**src/rtl/booth_mult8_stream.sv**
```systemverilog
// ---------------------------------------------------------------------------
// booth_mult8_stream
//
// Stream front end for booth_mult8_core. Operand requests arrive on a
// valid/ready stream and are queued in a small FIFO. A four-state FSM pops
// one request at a time, loads it into the core operand registers, pulses
// core_start and waits for core_done. The product is captured into an output
// register and offered on a valid/ready stream. If the consumer is stalled
// when the core finishes, the FSM parks in HOLD. The core keeps its product
// stable until the next start, so no result is lost while parked.
//
// Ports
//   clk, rst_n          clock (rising edge), asynchronous active-low reset
//   in_valid/in_ready   request handshake; in_ready is the inverted
//                       registered full flag
//   in_a, in_b          multiplicand / multiplier
//   in_sign_mode        [1] A signed, [0] B signed
//   core_start          one-cycle start pulse to the core
//   core_multiplicand   registered operand A
//   core_multiplier     registered operand B
//   core_sign_mode      registered sign mode
//   core_product        core result, stable from done until the next start
//   core_done           one-cycle completion pulse from the core
//   out_valid/out_ready result handshake
//   out_product         result register
//   busy                FIFO non-empty, FSM not idle, or result pending
//   err_timeout         sticky, core did not answer within TIMEOUT cycles
//   err_spurious        sticky, core_done seen outside WAIT
// ---------------------------------------------------------------------------
module booth_mult8_stream #(
  parameter int WIDTH      = 8,
  parameter int FIFO_DEPTH = 2,
  parameter int TIMEOUT    = 15
) (
  input  logic                 clk,
  input  logic                 rst_n,
  input  logic                 in_valid,
  output logic                 in_ready,
  input  logic [WIDTH-1:0]     in_a,
  input  logic [WIDTH-1:0]     in_b,
  input  logic [1:0]           in_sign_mode,
  output logic                 core_start,
  output logic [WIDTH-1:0]     core_multiplicand,
  output logic [WIDTH-1:0]     core_multiplier,
  output logic [1:0]           core_sign_mode,
  input  logic [2*WIDTH-1:0]   core_product,
  input  logic                 core_done,
  output logic                 out_valid,
  input  logic                 out_ready,
  output logic [2*WIDTH-1:0]   out_product,
  output logic                 busy,
  output logic                 err_timeout,
  output logic                 err_spurious
);

  localparam int PTR_W = (FIFO_DEPTH > 1) ? $clog2(FIFO_DEPTH) : 1;
  localparam int CNT_W = $clog2(FIFO_DEPTH + 1);
  localparam int TMO_W = $clog2(TIMEOUT + 1);
  localparam int ENT_W = 2 * WIDTH + 2;

  typedef enum logic [1:0] {
    S_IDLE  = 2'd0,
    S_ISSUE = 2'd1,
    S_WAIT  = 2'd2,
    S_HOLD  = 2'd3
  } state_t;

  // -------------------------------------------------------------------------
  // Request FIFO
  // -------------------------------------------------------------------------
  logic [ENT_W-1:0] r_mem [FIFO_DEPTH];
  logic [PTR_W-1:0] r_wr_ptr;
  logic [PTR_W-1:0] r_rd_ptr;
  logic [CNT_W-1:0] r_count;
  logic             r_full;

  logic             w_wr;
  logic             w_pop;
  logic             w_empty;
  logic [CNT_W-1:0] w_count_nxt;
  logic [ENT_W-1:0] w_head;

  state_t           r_state;
  state_t           w_state_nxt;

  // Gating the write on the registered full flag alone means a pop can never
  // make room for a write in the same cycle, so in_ready has no
  // combinational dependence on in_valid or on the FSM.
  assign in_ready = ~r_full;
  assign w_wr     = in_valid & ~r_full;
  assign w_empty  = (r_count == '0);
  assign w_pop    = (r_state == S_IDLE) & ~w_empty;
  assign w_head   = r_mem[r_rd_ptr];

  always_comb begin
    w_count_nxt = r_count;
    case ({w_wr, w_pop})
      2'b10:   w_count_nxt = r_count + CNT_W'(1);
      2'b01:   w_count_nxt = r_count - CNT_W'(1);
      default: w_count_nxt = r_count;
    endcase
  end

  // Storage needs no reset: an entry is never read before it is written.
  always_ff @(posedge clk) begin
    if (w_wr) begin
      r_mem[r_wr_ptr] <= {in_sign_mode, in_b, in_a};
    end
  end

  // FIFO_DEPTH is a power of two, so pointers wrap on natural overflow.
  always_ff @(posedge clk or negedge rst_n) begin
    if (!rst_n) begin
      r_wr_ptr <= '0;
      r_rd_ptr <= '0;
      r_count  <= '0;
      r_full   <= 1'b0;
    end else begin
      if (w_wr) begin
        r_wr_ptr <= r_wr_ptr + PTR_W'(1);
      end
      if (w_pop) begin
        r_rd_ptr <= r_rd_ptr + PTR_W'(1);
      end
      r_count <= w_count_nxt;
      r_full  <= (w_count_nxt == CNT_W'(FIFO_DEPTH));
    end
  end

  // -------------------------------------------------------------------------
  // Sequencing FSM
  // -------------------------------------------------------------------------
  logic [TMO_W-1:0] r_wait_cnt;
  logic             r_out_valid;
  logic             w_out_free;
  logic             w_capture;
  logic             w_timeout;
  logic             w_spurious;

  // The output register can take a new product when it is empty or when its
  // current product is handed over in this same cycle.
  assign w_out_free = ~r_out_valid | out_ready;

  always_ff @(posedge clk or negedge rst_n) begin
    if (!rst_n) begin
      r_state <= S_IDLE;
    end else begin
      r_state <= w_state_nxt;
    end
  end

  always_comb begin
    w_state_nxt = r_state;
    w_capture   = 1'b0;
    w_timeout   = 1'b0;
    w_spurious  = 1'b0;
    case (r_state)
      S_IDLE: begin
        w_spurious = core_done;
        if (!w_empty) begin
          w_state_nxt = S_ISSUE;
        end
      end
      S_ISSUE: begin
        w_spurious  = core_done;
        w_state_nxt = S_WAIT;
      end
      S_WAIT: begin
        if (core_done) begin
          if (w_out_free) begin
            w_capture   = 1'b1;
            w_state_nxt = S_IDLE;
          end else begin
            w_state_nxt = S_HOLD;
          end
        end else if (r_wait_cnt == TMO_W'(TIMEOUT - 1)) begin
          // TIMEOUT full WAIT cycles without done: drop the request.
          w_timeout   = 1'b1;
          w_state_nxt = S_IDLE;
        end
      end
      S_HOLD: begin
        w_spurious = core_done;
        if (w_out_free) begin
          w_capture   = 1'b1;
          w_state_nxt = S_IDLE;
        end
      end
      default: begin
        w_state_nxt = S_IDLE;
      end
    endcase
  end

  always_ff @(posedge clk or negedge rst_n) begin
    if (!rst_n) begin
      r_wait_cnt <= '0;
    end else if (r_state == S_ISSUE) begin
      r_wait_cnt <= '0;
    end else if (r_state == S_WAIT) begin
      r_wait_cnt <= r_wait_cnt + TMO_W'(1);
    end
  end

  // -------------------------------------------------------------------------
  // Core operand registers
  // -------------------------------------------------------------------------
  logic [WIDTH-1:0] r_op_a;
  logic [WIDTH-1:0] r_op_b;
  logic [1:0]       r_op_mode;

  always_ff @(posedge clk or negedge rst_n) begin
    if (!rst_n) begin
      r_op_a    <= '0;
      r_op_b    <= '0;
      r_op_mode <= '0;
    end else if (w_pop) begin
      {r_op_mode, r_op_b, r_op_a} <= w_head;
    end
  end

  assign core_start        = (r_state == S_ISSUE);
  assign core_multiplicand = r_op_a;
  assign core_multiplier   = r_op_b;
  assign core_sign_mode    = r_op_mode;

  // -------------------------------------------------------------------------
  // Result register and output handshake
  // -------------------------------------------------------------------------
  logic [2*WIDTH-1:0] r_out_product;

  always_ff @(posedge clk or negedge rst_n) begin
    if (!rst_n) begin
      r_out_valid   <= 1'b0;
      r_out_product <= '0;
    end else begin
      // A capture in the same cycle as a handshake keeps out_valid high.
      r_out_valid <= w_capture | (r_out_valid & ~out_ready);
      if (w_capture) begin
        r_out_product <= core_product;
      end
    end
  end

  assign out_valid   = r_out_valid;
  assign out_product = r_out_product;

  // -------------------------------------------------------------------------
  // Status and sticky error flags
  // -------------------------------------------------------------------------
  logic r_err_timeout;
  logic r_err_spurious;

  always_ff @(posedge clk or negedge rst_n) begin
    if (!rst_n) begin
      r_err_timeout  <= 1'b0;
      r_err_spurious <= 1'b0;
    end else begin
      if (w_timeout) begin
        r_err_timeout <= 1'b1;
      end
      if (w_spurious) begin
        r_err_spurious <= 1'b1;
      end
    end
  end

  assign err_timeout  = r_err_timeout;
  assign err_spurious = r_err_spurious;
  assign busy         = ~w_empty | (r_state != S_IDLE) | r_out_valid;

endmodule

```
**config.mk**
```make
export PLATFORM = sky130hd
export DESIGN_NAME = booth_mult8_stream
export DESIGN_NICKNAME = d
export VERILOG_FILES = /design/src/rtl/booth_mult8_stream.sv
export SDC_FILE = /design/constraint.sdc
export NUM_CORES = 1
export LEC_CHECK = 0
export ABC_AREA = 1
export CAP_MARGIN = 20
export CORE_MARGIN = 5
export CORE_UTILIZATION = 50
export DETAILED_ROUTE_END_ITERATION = 8
export GPL_TIMING_DRIVEN = 0
export PLACE_DENSITY = 0.8
export SYNTH_ARGS = -nofsm -noshare
export SYNTH_HDL_FRONTEND = slang
export SYNTH_SLANG_ARGS = --single-unit
```
**constraint.sdc**
```tcl
create_clock -name clk -period 2.16 [get_ports clk]
set_input_delay 0.432 -clock clk [delete_from_list [all_inputs] [get_ports clk]]
set_output_delay 0.432 -clock clk [all_outputs]
set_load 0.02 [all_outputs]
```
[After elaboration in Yosys (flattened, before gate mapping)]
Memories as Yosys holds them, arrays and structs flattened. A register that Yosys moved wholly into a read port is not among the register bits.
Index checks and enable logic that the tools add are counted.
Operators by class
  eq/ne operators: 10
  muxes and demuxes: 18
  reductions and logical operators: 7
  bitwise gates (word level): 11
  add/subtract/negate cells: 5
Operators by type and width (count)
  2-bit two-way mux: 5
  2-bit == test (second input constant): 4
  1-bit two-way mux: 8
  4-bit two-way mux: 2
  2-bit case mux with 4 select lines: 1
  4-bit by 1-bit adder with 4-bit output (second input constant): 1
  2-bit by 1-bit == test with 1-bit output (second input constant): 2
  4-bit == test (second input constant): 1
  2-bit logical NOT: 2
  2-bit != test (second input constant): 2
  1-bit NOT: 4
  1-bit bitwise OR: 4
  2-bit case mux with 2 select lines: 1
  2-bit nonzero test: 2
  1-bit AND: 3
  3-bit != test (second input constant): 1
  3-bit AND reduction: 1
  3-bit OR reduction: 1
  1-bit adder (second input constant): 2
  2-bit by 1-bit adder with 2-bit output (second input constant): 1
  1-bit case mux with 2 select lines: 1
  2-bit by 1-bit subtractor with 2-bit output (second input constant): 1
  1-bit logical NOT: 1
Storage, ports and cells
  output and inout bits: 40
  register bits: 30
  word-level logic and storage cells: 62
  memories: 1
  RAM bits: 36
  input bits: 39
Memory list
  r_mem: words 2, width 18, rd ports 1, clocked after Yosys merged registers in 1, wr ports 1, RTL line 71  | logic [ENT_W-1:0] r_mem [FIFO_DEPTH];

[Logic depth before layout (Yosys ltp)]
Gate-level depths: netlist of the first run.
  depth after elaboration: 6
  gate-level depth with buffers: 11
  gate-level depth less buffers: 10

[Worst setup path after synthesis of the first run]
No wires, ideal clock.
  path type: flip-flop to flip-flop
  start: register r_full
  end: memory r_mem[1][0] (netlist bit) (enable)
  arrival time: 1.441 ns
  library setup time: 0.393 ns
  stages on the path, launching flop included: 4
  path slack: 0.326 ns
  data required time: 1.767 ns
  period minus slack after synthesis: 1.834 ns
  buffers on the path: 0
  path through: dfrtp_1 inv_1 nand2_1 nor2_1
Between the ends
  cells in the longest elaborated chain, start to end: 4
RTL lines
  start, declared: RTL line 75  | logic r_full;
  start signal, assigned: RTL line 126  | r_full <= (w_count_nxt == CNT_W'(FIFO_DEPTH));
  1-bit NOT
  net in_ready: RTL line 38  | output logic in_ready,
  1-bit AND: RTL line 90  | assign w_wr = in_valid & ~r_full;
  1-bit two-way mux: RTL line 106  | if (w_wr) begin
  1-bit two-way mux (not written as such): RTL line 107  | r_mem[r_wr_ptr] <= {in_sign_mode, in_b, in_a};
  end, declared: RTL line 71
The timed path passes the listed nets, and every way through them passes these cells.

[Final worst setup path of the first run]
  start: register r_state[1]
  end: output busy
Between the ends
  cells in the longest elaborated chain, start to end: 3
RTL lines
  start, declared: RTL line 83  | state_t r_state;
  start signal, assigned: RTL line 148  | r_state <= w_state_nxt;
  2-bit nonzero test: RTL line 270  | assign busy = ~w_empty | (r_state != S_IDLE) | r_out_valid;
  1-bit bitwise OR (2 in series): RTL line 270
  end, declared: RTL line 51  | output logic busy,
No other way between the ends.

==> results of run 1 <==
cell families after synthesis:
kind of cell	synth area share [%]
XOR/XNOR	0.767
adder cells (fa/ha/maj)	2.92
AO/OA/AOI/OAI	8.80
buffers and inverters	6.76
AND/OR/NAND/NOR	14.1
flip-flops	66.6
power groups by stage:
| stage | combinational [mW] | sequential [mW] | clock, mW |
|---|---|---|---|
| after global routing | 3.24 | 2.63 | 1.11 |
| after CTS | 3.00 | 2.56 | 1.04 |
| after floorplan | 1.45 | 2.94 | 0 |
| after detailed placement | 3.00 | 2.59 | 0 |
| final | 2.96 | 2.55 | 1.02 |
| after global placement | 2.91 | 2.57 | 0 |
repair_timing:
| action | in CTS | in global routing |
|---|---|---|
| endpoints found under the setup margin | 2 | 0 |
| hold endpoints to repair | 0 | 0 |
| gates resized for setup | 2 | 0 |
state kept, by name, indices dropped and copies added, names as in the netlist, 2 cells and up:
| register | cells |
|---|---|
| r_mem | 36 |
| r_wait_cnt | 4 |
| core_sign_mode | 2 |
| core_multiplicand | 8 |
| r_state | 2 |
| out_product | 16 |
| r_count | 2 |
| core_multiplier | 8 |
synth_stat cells (all sizes together) (2+ instances only):
| cell type | number | share of area [%] |
|---|---|---|
| nand2 | 77 | 8.4 |
| dfrtp | 48 | 35 |
| edfxtp | 36 | 32 |
| inv | 36 | 4.1 |
| o211ai | 18 | 4.4 |
| o21ai | 18 | 3.1 |
| or2 | 18 | 3.3 |
| buf | 9 | 2.7 |
| nor2 | 9 | 0.99 |
| ha | 8 | 2.9 |
| nand3 | 7 | 1.0 |
| a21oi | 2 | 0.29 |
| xor2 | 2 | 0.51 |
through the flow:
stage	setup slack, ps	setup TNS, ps	utilization, %
after floorplan	326	0	-
after global placement	-700	-50930	64.1
after detailed placement	-74.9	-2530	64.4
after CTS	144	0	67.0
after global routing	13.0	0	67.0
final	161	0	67.0
cell type report:
class                           count  share of cell area [%]
Clock inverter                      7                    1.25
Buffer                              9                    2.03
Tap cell                           80                    2.22
Clock buffer                        9                    2.75
Inverter                           36                    3.11
Timing Repair Buffer               79                    17.6
Sequential cell                    84                    50.7
Multi-Input combinational cell    167                    20.4
path summary, 6_finish.rpt:
path,startpoint,to,cells after the start
max,r_state[1],busy,4
max reg2reg,r_state[0],r_full,9
max in group asynchronous,rst_n,out_product[3],2
min reg2reg,err_timeout,err_timeout,2
min in group clk,err_timeout,err_timeout,2
min,rst_n,core_multiplicand[7],1
routing by layer:
metal	share of wire, %	GRT usage [%]	vias up
met5	0	0	-
li1	-	-	1151
met3	5.2	3.74	6
met1	43	19.5	1085
met2	50	26.6	61
met4	0.92	5.49	0
==> metrics.md, run 1 <==
| Metric | Value |
|---|---|
| Status | `complete, no violations` |
| Slew margin rel. | `37.7%` |
| Slew Limit Fails | `0` |
| Clock Path Buffers | `2` |
| MaxCap Viol Count | `0` |
| Largest net degree at the start of global routing | `31` |
| Commonest cells after routing, fill and taps aside | `77 x nand2_1, 75 x clkdlybuf4s50_1, 48 x dfrtp_1, 36 x edfxtp_1, 33 x inv_1` |
| Mean post-synth cell area | `11.6 um2` |
| Critical path required time | `1730 ps` |
| GR Overflow Total | `0` |
| Multi-input gate area | `917 um2` |
| Combinational power share | `45.3%` |
| Syn Std Cell Area | `3430 um2` |
| Placed Cells | `455` |
| Initial antenna violation count | `0` |
| Pint | `4.00 mW` |
| Post-synthesis cell type count | `30` |
| Routed WL | `6440 um` |
| Bufs and invs on worst path | `2` |
| Layout Cells excl Fill | `471` |
| CTS Hold Buffers Added | `0` |
| Num CTS Buffers | `9` |
| RSZ-0062 raised after global routing | `no` |
| Gpl congestion | `0.757` |
| Slowest-stage cell, CP | `dfrtp_1` |
| Layout Area Growth over Synthesis | `31.5%` |
| Final Hold Violating Endpoints | `0` |
| Final-layout fill cell count | `513` |
| Synthesized instance count | `296` |
| Boundary Pins | `79` |
| Worst Path Arrival | `1570 ps` |
| Vias | `2,303` |
| Fin Clk Skew | `11.3 ps` |
| Ant diodes | `0` |
| All-Layer GR Usage | `15.6%` |
| Dominant synthesized flop cell | `dfrtp_1` |
| Startpoint types | `register` |
| Clock power frac | `15.7%` |
| Seq/Total Area, Yosys | `66.6%` |
| Nets | `433` |
| H-Tree Depth | `3` |
| Delay-heaviest family, CP | `buffers and inverters` |
| Fin crit share | `92.5%` |
| Yosys reg bits | `84` |
| Post-CTS Setup Inserts | `0` |
| Initial Util | `51.0%` |
| Synth async-reset ratio | `57.1%` |
| Post-route ant nets | `0` |
| Die Y | `92.8 um` |
| Layout cells sized above 1 | `11.8%` |
| Pwr dens | `1450 nW/um2` |
| Detailed-route wire length per cell | `13.7 um` |
| Std cell rows | `30` |
| Sw Share | `38.8%` |
| Synth warnings | `0` |
| Number of global-route vias before repair | `2,306` |
| Seq pwr share | `39.1%` |
| IO buf count | `78` |
| Drt drc | `0` |
| Design area | `4500 um2` |
| NetSw | `2.53 mW` |
| Die width | `92.8 um` |
| EDFF count, synth | `36` |
| Max Clock Freq | `0.500 GHz` |
| First-pass GRT wire length | `10,600 um` |
| Worst path cell trace | `inv_1, ha_1, nand3_1, dlygate4sd2_1` |
| CTS tree | `done` |
| Max incr delay on CP | `430 ps` |
| HPWL after detailed placement | `4630 um` |
| Hold Slack | `21.8 ps` |
| Crit Path Max Fanout | `5` |
| DIE AREA | `8610 um2` |
| Dpl cell area | `4330 um2` |
| Final setup vio count | `0` |
| Commonest non-fill, non-tap cell in the layout | `nand2_1` |
| Core area | `6720 um2` |
| Syn nets | `343` |
| Worst Max-Slew Pin Slew | `934 ps` |
| Standby leakage power | `1.99 nW` |
| Worst ir drop on vdd | `0.000849 V` |
| Clk sink count | `84` |
| Clk slew on worst S/H paths | `90 ps` |
| Pre-antenna DRT Iters | `4` |
| Seq. cell area | `2280 um2` |
| DR iter-0 viols | `96` |
| Crit Path Category | `register to output pin` |
| Worst setup EP type | `output pin` |
| Via/cell ratio | `4.89` |
| Fin crit period | `2000 ps` |
| Flop-to-flop setup slack | `250 ps` |
| Root buffer cell | `clkbuf_8` |
| Total chip power | `6.53 mW` |
| Hold Crit Class | `input pin to asynchronous set/reset pin` |
| Worst-Skew Late Latency | `350 ps` |
No activity file was read; power rests on OpenSTA's default activity.
==> run 2: changes to the inputs <==
--- a/config.mk
+++ b/config.mk
@@ -12,6 +12,7 @@
 export DETAILED_ROUTE_END_ITERATION = 8
 export GPL_TIMING_DRIVEN = 0
 export PLACE_DENSITY = 0.8
+export RECOVER_POWER = 100
 export SYNTH_ARGS = -nofsm -noshare
 export SYNTH_HDL_FRONTEND = slang
 export SYNTH_SLANG_ARGS = --single-unit
==> run 2 against run 1 <==
Effect of this change: register-to-register slack about the same; sequential cell count unchanged; sequential share of layout area increased by 0.63 points; routed wire length up 0.56%; clock-buffer cell count unchanged; critical path depth is the same; design area decreased by 1.2%; global-route usage unchanged; clock skew rose by 0.56 ps; first-iteration DRC count down 4.2%; largest cell class unchanged; highest routed layer unchanged.
==> metrics.md, run 2 (synthesis results as in run 1) <==
| Metric | Value |
|---|---|
| Worst setup EP type | `output pin` |
| Gpl congestion | `0.757` |
| Routed WL | `6480 um` |
| DIE AREA | `8610 um2` |
| Final Hold Violating Endpoints | `0` |
| Layout cells sized above 1 | `10.5%` |
| Final setup vio count | `0` |
| Vias | `2,310` |
| Die Y | `92.8 um` |
| Final Util | `66.2%` |
| Number of global-route vias before repair | `2,306` |
| Pwr dens | `1420 nW/um2` |
| Std cell rows | `30` |
| Root buffer cell | `clkbuf_8` |
| Ant diodes | `0` |
| Fin crit period | `2010 ps` |
| Crit Path Category | `register to output pin` |
| Die width | `92.8 um` |
| Slew margin rel. | `30.2%` |
| Clock Path Buffers | `2` |
| Flop-to-flop setup slack | `260 ps` |
| Critical path required time | `1730 ps` |
| Initial antenna violation count | `0` |
| H-Tree Depth | `3` |
| Standby leakage power | `2.00 nW` |
| Worst Max-Slew Pin Slew | `1050 ps` |
| GR Overflow Total | `0` |
| Largest net degree at the start of global routing | `31` |
| Setup TNS | `0 ps` |
| CTS Hold Buffers Added | `0` |
| Place WS | `-74.9 ps` |
| HPWL after detailed placement | `4630 um` |
| Worst Path Arrival | `1580 ps` |
| Max reg flops | `36` |
| Core area | `6720 um2` |
| Pre-antenna DRT Iters | `4` |
| CTS tree | `done` |
| Status | `complete, no violations` |
| Detailed-route wire length per cell | `13.8 um` |
| Drt drc | `0` |
| Post-route ant nets | `0` |
| Layout Area Growth over Synthesis | `29.9%` |
| Max Clock Freq | `0.497 GHz` |
| Largest Register | `r_mem` |
| Clk sink count | `84` |
| DR iter-0 viols | `92` |
| Crit Path Max Fanout | `5` |
| Boundary Pins | `79` |
| Worst ir drop on vdd | `0.000821 V` |
| R2R cell count | `9` |
| Initial Util | `51.0%` |
| Startpoint types | `register` |
| Commonest non-fill, non-tap cell in the layout | `nand2_1` |
| All-Layer GR Usage | `15.6%` |
| Hold Crit Class | `input pin to asynchronous set/reset pin` |
| Commonest cells after routing, fill and taps aside | `77 x nand2_1, 57 x dlygate4sd3_1, 48 x dfrtp_1, 36 x edfxtp_1, 34 x inv_1` |
| Num CTS Buffers | `9` |
| Slew Limit Fails | `0` |
| R2r startpoint | `r_state[1]` |
| IO buf count | `78` |
| Worst-Skew Late Latency | `350 ps` |
| Critical Path Source | `r_state[1]` |
| MaxCap Viol Count | `0` |
| Clk slew on worst S/H paths | `90 ps` |
| Setup WS post-layout | `150 ps` |
| Nets | `433` |
| Via/cell ratio | `4.90` |
| Fin crit share | `93.1%` |
| First-pass GRT wire length | `10,600 um` |
| Fin Clk Skew | `11.8 ps` |
| RSZ-0062 raised after global routing | `no` |
-- run 2: cell types whose count changed in the layout (fill, tap and decap cells not counted) --
cell / previous run / this run
o21ai_1: 1 / 2
buf_2: 2 / 1
inv_2: 1 / 0
clkbuf_2: 0 / 3
inv_1: 33 / 34
o21ai_4: 1 / 0
clkdlybuf4s50_1: 75 / 18
buf_12: 1 / 0
dlygate4sd3_1: 0 / 57
buf_6: 7 / 3
clkbuf_1: 0 / 3
-- run 2: timing repair --
item,4_1_cts,5_1_grt
setup endpoints to repair,2,0
gates resized for setup,2,0
buffers inserted,0,0
-- run 2: through the flow --
stage / instance area (um2) / power [mW] / std cells / hold WS, ps
2_1_floorplan: 3430 / 4.39 / 296 / 136
3_3_place_gp: 4310 / 5.48 / 454 / 437
3_5_place_dp: 4330 / 5.59 / 455 / 417
4_1_cts: 4500 / 6.60 / 471 / 33.4
5_1_grt: 4450 / 6.75 / 471 / 325
6_report: 4450 / 6.31 / 471 / 240
-- run 2: routing by layer --
| metal | routed length [um] | global-route usage (%) | vias up |
|---|---|---|---|
| li1 | - | - | 1154 |
| met1 | 2810 | 19.5 | 1085 |
| met2 | 3260 | 26.6 | 65 |
| met3 | 345 | 3.74 | 6 |
| met4 | 58 | 5.49 | 0 |
| met5 | 0 | 0 | - |
-- run 2: final timing paths --
path | end
max in group asynchronous | out_product[3]
min in group clk | err_timeout
hold / removal | core_multiplier[5]
hold reg to reg | err_timeout
setup reg to reg | r_full
setup / recovery | busy
-- run 2: power by group --
group / internal, mW / switching [mW] / total (mW) / leakage (nW)
Sequential: 2.27 / 0.274 / 2.54 / 0.920
Clock: 0.434 / 0.592 / 1.03 / 0.0910
Combinational: 1.10 / 1.64 / 2.75 / 0.994
-- run 2: final cells by class --
type / instances / area (um2)
tap: 80 / 100
inverter: 36 / 140
clock buffer: 9 / 124
timing repair buffer: 79 / 777
multi-input combinational: 167 / 906
sequential: 84 / 2280
clock inverter: 7 / 56.3
buffer: 9 / 63.8
fill: 521 / 2270
-- run 2: critical path: stages, from the launching register on --
cell and delay [ps]:
dfrtp_1 440, inv_1 140, ha_1 220, nand3_1 100, dlygate4sd2_1 330
==> run 3: changes to the inputs <==
--- a/config.mk
+++ b/config.mk
@@ -9,10 +9,12 @@
 export CAP_MARGIN = 20
 export CORE_MARGIN = 5
 export CORE_UTILIZATION = 50
+export CTS_BUF_LIST = sky130_fd_sc_hd__clkbuf_4 sky130_fd_sc_hd__clkbuf_8 sky130_fd_sc_hd__clkbuf_16
 export DETAILED_ROUTE_END_ITERATION = 8
 export GPL_TIMING_DRIVEN = 0
 export PLACE_DENSITY = 0.8
 export RECOVER_POWER = 100
+export SLEW_MARGIN = 15
 export SYNTH_ARGS = -nofsm -noshare
 export SYNTH_HDL_FRONTEND = slang
 export SYNTH_SLANG_ARGS = --single-unit
==> constraint.sdc (replaced) <==
create_clock -name clk -period 2.1 [get_ports clk]
set_input_delay 0.42 -clock clk [delete_from_list [all_inputs] [get_ports clk]]
set_output_delay 0.42 -clock clk [all_outputs]
set_load 0.02 [all_outputs]
==> run 3 against run 2 <==
Effect of this change: clock-buffer cell count increased by 1; global-route usage increased by 0.29 points; sequential power increased by 3%; routed wire length decreased by 1.0%; clock skew decreased by 1.6 ps; combinational power increased by 4%; design area increased by 1.0%; sequential cell count unchanged; power increased by 4.4%; largest cell class unchanged; largest power group unchanged.
==> metrics.md, run 3 (synthesis results as in run 1) <==
| Metric | Value |
|---|---|
| Status | `complete, no violations` |
| GR Overflow Total | `0` |
| Clk slew on worst S/H paths | `80 ps` |
| Reg-to-Reg End | `r_full` |
| Clock Path Buffers | `2` |
| Critical path required time | `1680 ps` |
| Crit Path Category | `register to output pin` |
| Pwr dens | `1470 nW/um2` |
| Largest net degree at the start of global routing | `31` |
| Gpl congestion | `0.757` |
| Final Hold Violating Endpoints | `0` |
| Slew margin rel. | `32.3%` |
| Hold Slack | `224 ps` |
| Combinational power share | `43.4%` |
| Fin crit period | `1990 ps` |
| Pint | `4.06 mW` |
| Initial Util | `51.0%` |
| Final Util | `66.9%` |
| Clk sink count | `84` |
| CTS Hold Buffers Added | `0` |
| Layout cells sized above 1 | `10.7%` |
| Commonest cells after routing, fill and taps aside | `77 x nand2_1, 57 x dlygate4sd3_1, 46 x dfrtp_1, 36 x edfxtp_1, 34 x inv_1` |
| Die Y | `92.8 um` |
| IO buf count | `78` |
| Hold Crit Class | `input pin to asynchronous set/reset pin` |
| Worst Path Arrival | `1570 ps` |
| Fin Clk Skew | `10.2 ps` |
| DR iter-0 viols | `63` |
| All-Layer GR Usage | `15.9%` |
| Post-route ant nets | `0` |
| Standby leakage power | `2.03 nW` |
| Core area | `6720 um2` |
| Max Clock Freq | `0.503 GHz` |
| Largest Register | `r_mem` |
| Routed WL | `6420 um` |
| Flop-to-flop setup slack | `230 ps` |
| Fin crit share | `94.6%` |
| Via/cell ratio | `4.95` |
| Vias | `2,341` |
| Final-layout fill cell count | `504` |
| DIE AREA | `8610 um2` |
| Drt drc | `0` |
| Std cell rows | `30` |
| Nets | `435` |
| Worst path cell trace | `inv_1, ha_1, nand3_1, dlygate4sd2_1` |
| Clock power frac | `17.0%` |
| Slowest-stage cell, CP | `dfrtp_2` |
| Worst-Skew Late Latency | `340 ps` |
| Ant diodes | `0` |
| Final setup vio count | `0` |
| Seq pwr share | `39.7%` |
| Root buffer cell | `clkbuf_8` |
| Sw Share | `38.3%` |
| MaxCap Viol Count | `0` |
| Startpoint types | `register` |
| Pre-antenna DRT Iters | `4` |
| R2r startpoint | `r_state[1]` |
| Layout Area Growth over Synthesis | `31.2%` |
| Delay-heaviest family, CP | `buffers and inverters` |
| Boundary Pins | `79` |
| Num CTS Buffers | `9` |
| Detailed-route wire length per cell | `13.6 um` |
| Initial antenna violation count | `0` |
| HPWL after detailed placement | `4650 um` |
| First-pass GRT wire length | `10,800 um` |
| CTS tree | `done` |
| Worst setup EP type | `output pin` |
| NetSw | `2.53 mW` |
| H-Tree Depth | `3` |
| Die width | `92.8 um` |
| Max reg flops | `36` |
| RSZ-0062 raised after global routing | `no` |
| Slew Limit Fails | `0` |
| R2R cell count | `9` |
| Number of global-route vias before repair | `2,374` |
| Worst ir drop on vdd | `0.000656 V` |
| Bufs and invs on worst path | `2` |
| Crit Path Max Fanout | `5` |
| Commonest non-fill, non-tap cell in the layout | `nand2_1` |
| Max incr delay on CP | `440 ps` |
| Setup TNS | `0 ps` |
| Worst Max-Slew Pin Slew | `1020 ps` |
==> run 3: cell count changes in the layout (fill, tap and decap cells not counted), sizes merged <==
cell and delta:
bufinv +1, buf +2, inv -3, clkbuf +1
clkinv +1
==> run 3: per-layer routing <==
metal,global-route usage (%),up-vias,routed length (um)
met1,19.8,1103,2650
li1,-,1158,-
met4,5.86,0,64
met2,26.7,72,3300
met5,0,-,0
met3,4.22,8,396
==> run 3: what timing repair did <==
item,in CTS,in global routing
setup buffers,0,0
endpoints found under the setup margin,2,2
gates resized for setup,2,2
==> run 3: final cells by class <==
type                    count  area [um2]  area share [%]
flip-flops and latches     84        2280            50.8
multi-input cells         167         901            20.0
repair buffers             81         807            18.0
inverters                  36         140            3.12
clock buffers              10         131            2.92
well taps                  80         100            2.23
plain buffers               9        66.3            1.48
clock inverters             6        65.1            1.45
==> run 3: through the flow <==
| step | worst slack (ps) | cell area (um2) | power [mW] | cells |
|---|---|---|---|---|
| final | 114 | 4500 | 6.59 | 473 |
| after global routing | 10.6 | 4500 | 7.08 | 473 |
| after CTS | 94.9 | 4550 | 6.91 | 473 |
| after detailed placement | 117 | 4360 | 5.78 | 457 |
| after global placement | -748 | 4310 | 5.63 | 454 |
| after floorplan | 266 | 3430 | 4.52 | 296 |
==> run 3: worst max-delay path by stage <==
stage               startpoint                    to  slack (ps)  cells past startpoint
floorplan               r_full           r_mem[1][0]         270                      3
global placement         rst_n  core_multiplicand[3]        -750                      1
detailed placement    in_valid          r_mem[1][11]         120                      4
CTS                 r_state[1]                  busy          90                      4
global route        r_state[1]                  busy          10                      4
finish              r_state[1]                  busy         110                      4
==> run 3: power by group through the flow <==
stage	registers [mW]	clock network (mW)	logic (mW)
floorplan	3.02	0	1.49
global placement	2.64	0	2.99
detailed placement	2.66	0	3.13
CTS	2.63	1.15	3.13
global route	2.69	1.22	3.17
finish	2.61	1.12	2.86
==> run 3: worst reg2reg max path: stages (launching register included) <==
cell,delay [ps]
dfrtp_2,440
inv_1,130
ha_1,230
o21ai_2,100
inv_4,120
buf_6,160
ha_1,260
inv_1,90
nand4_1,120
a21oi_1,160
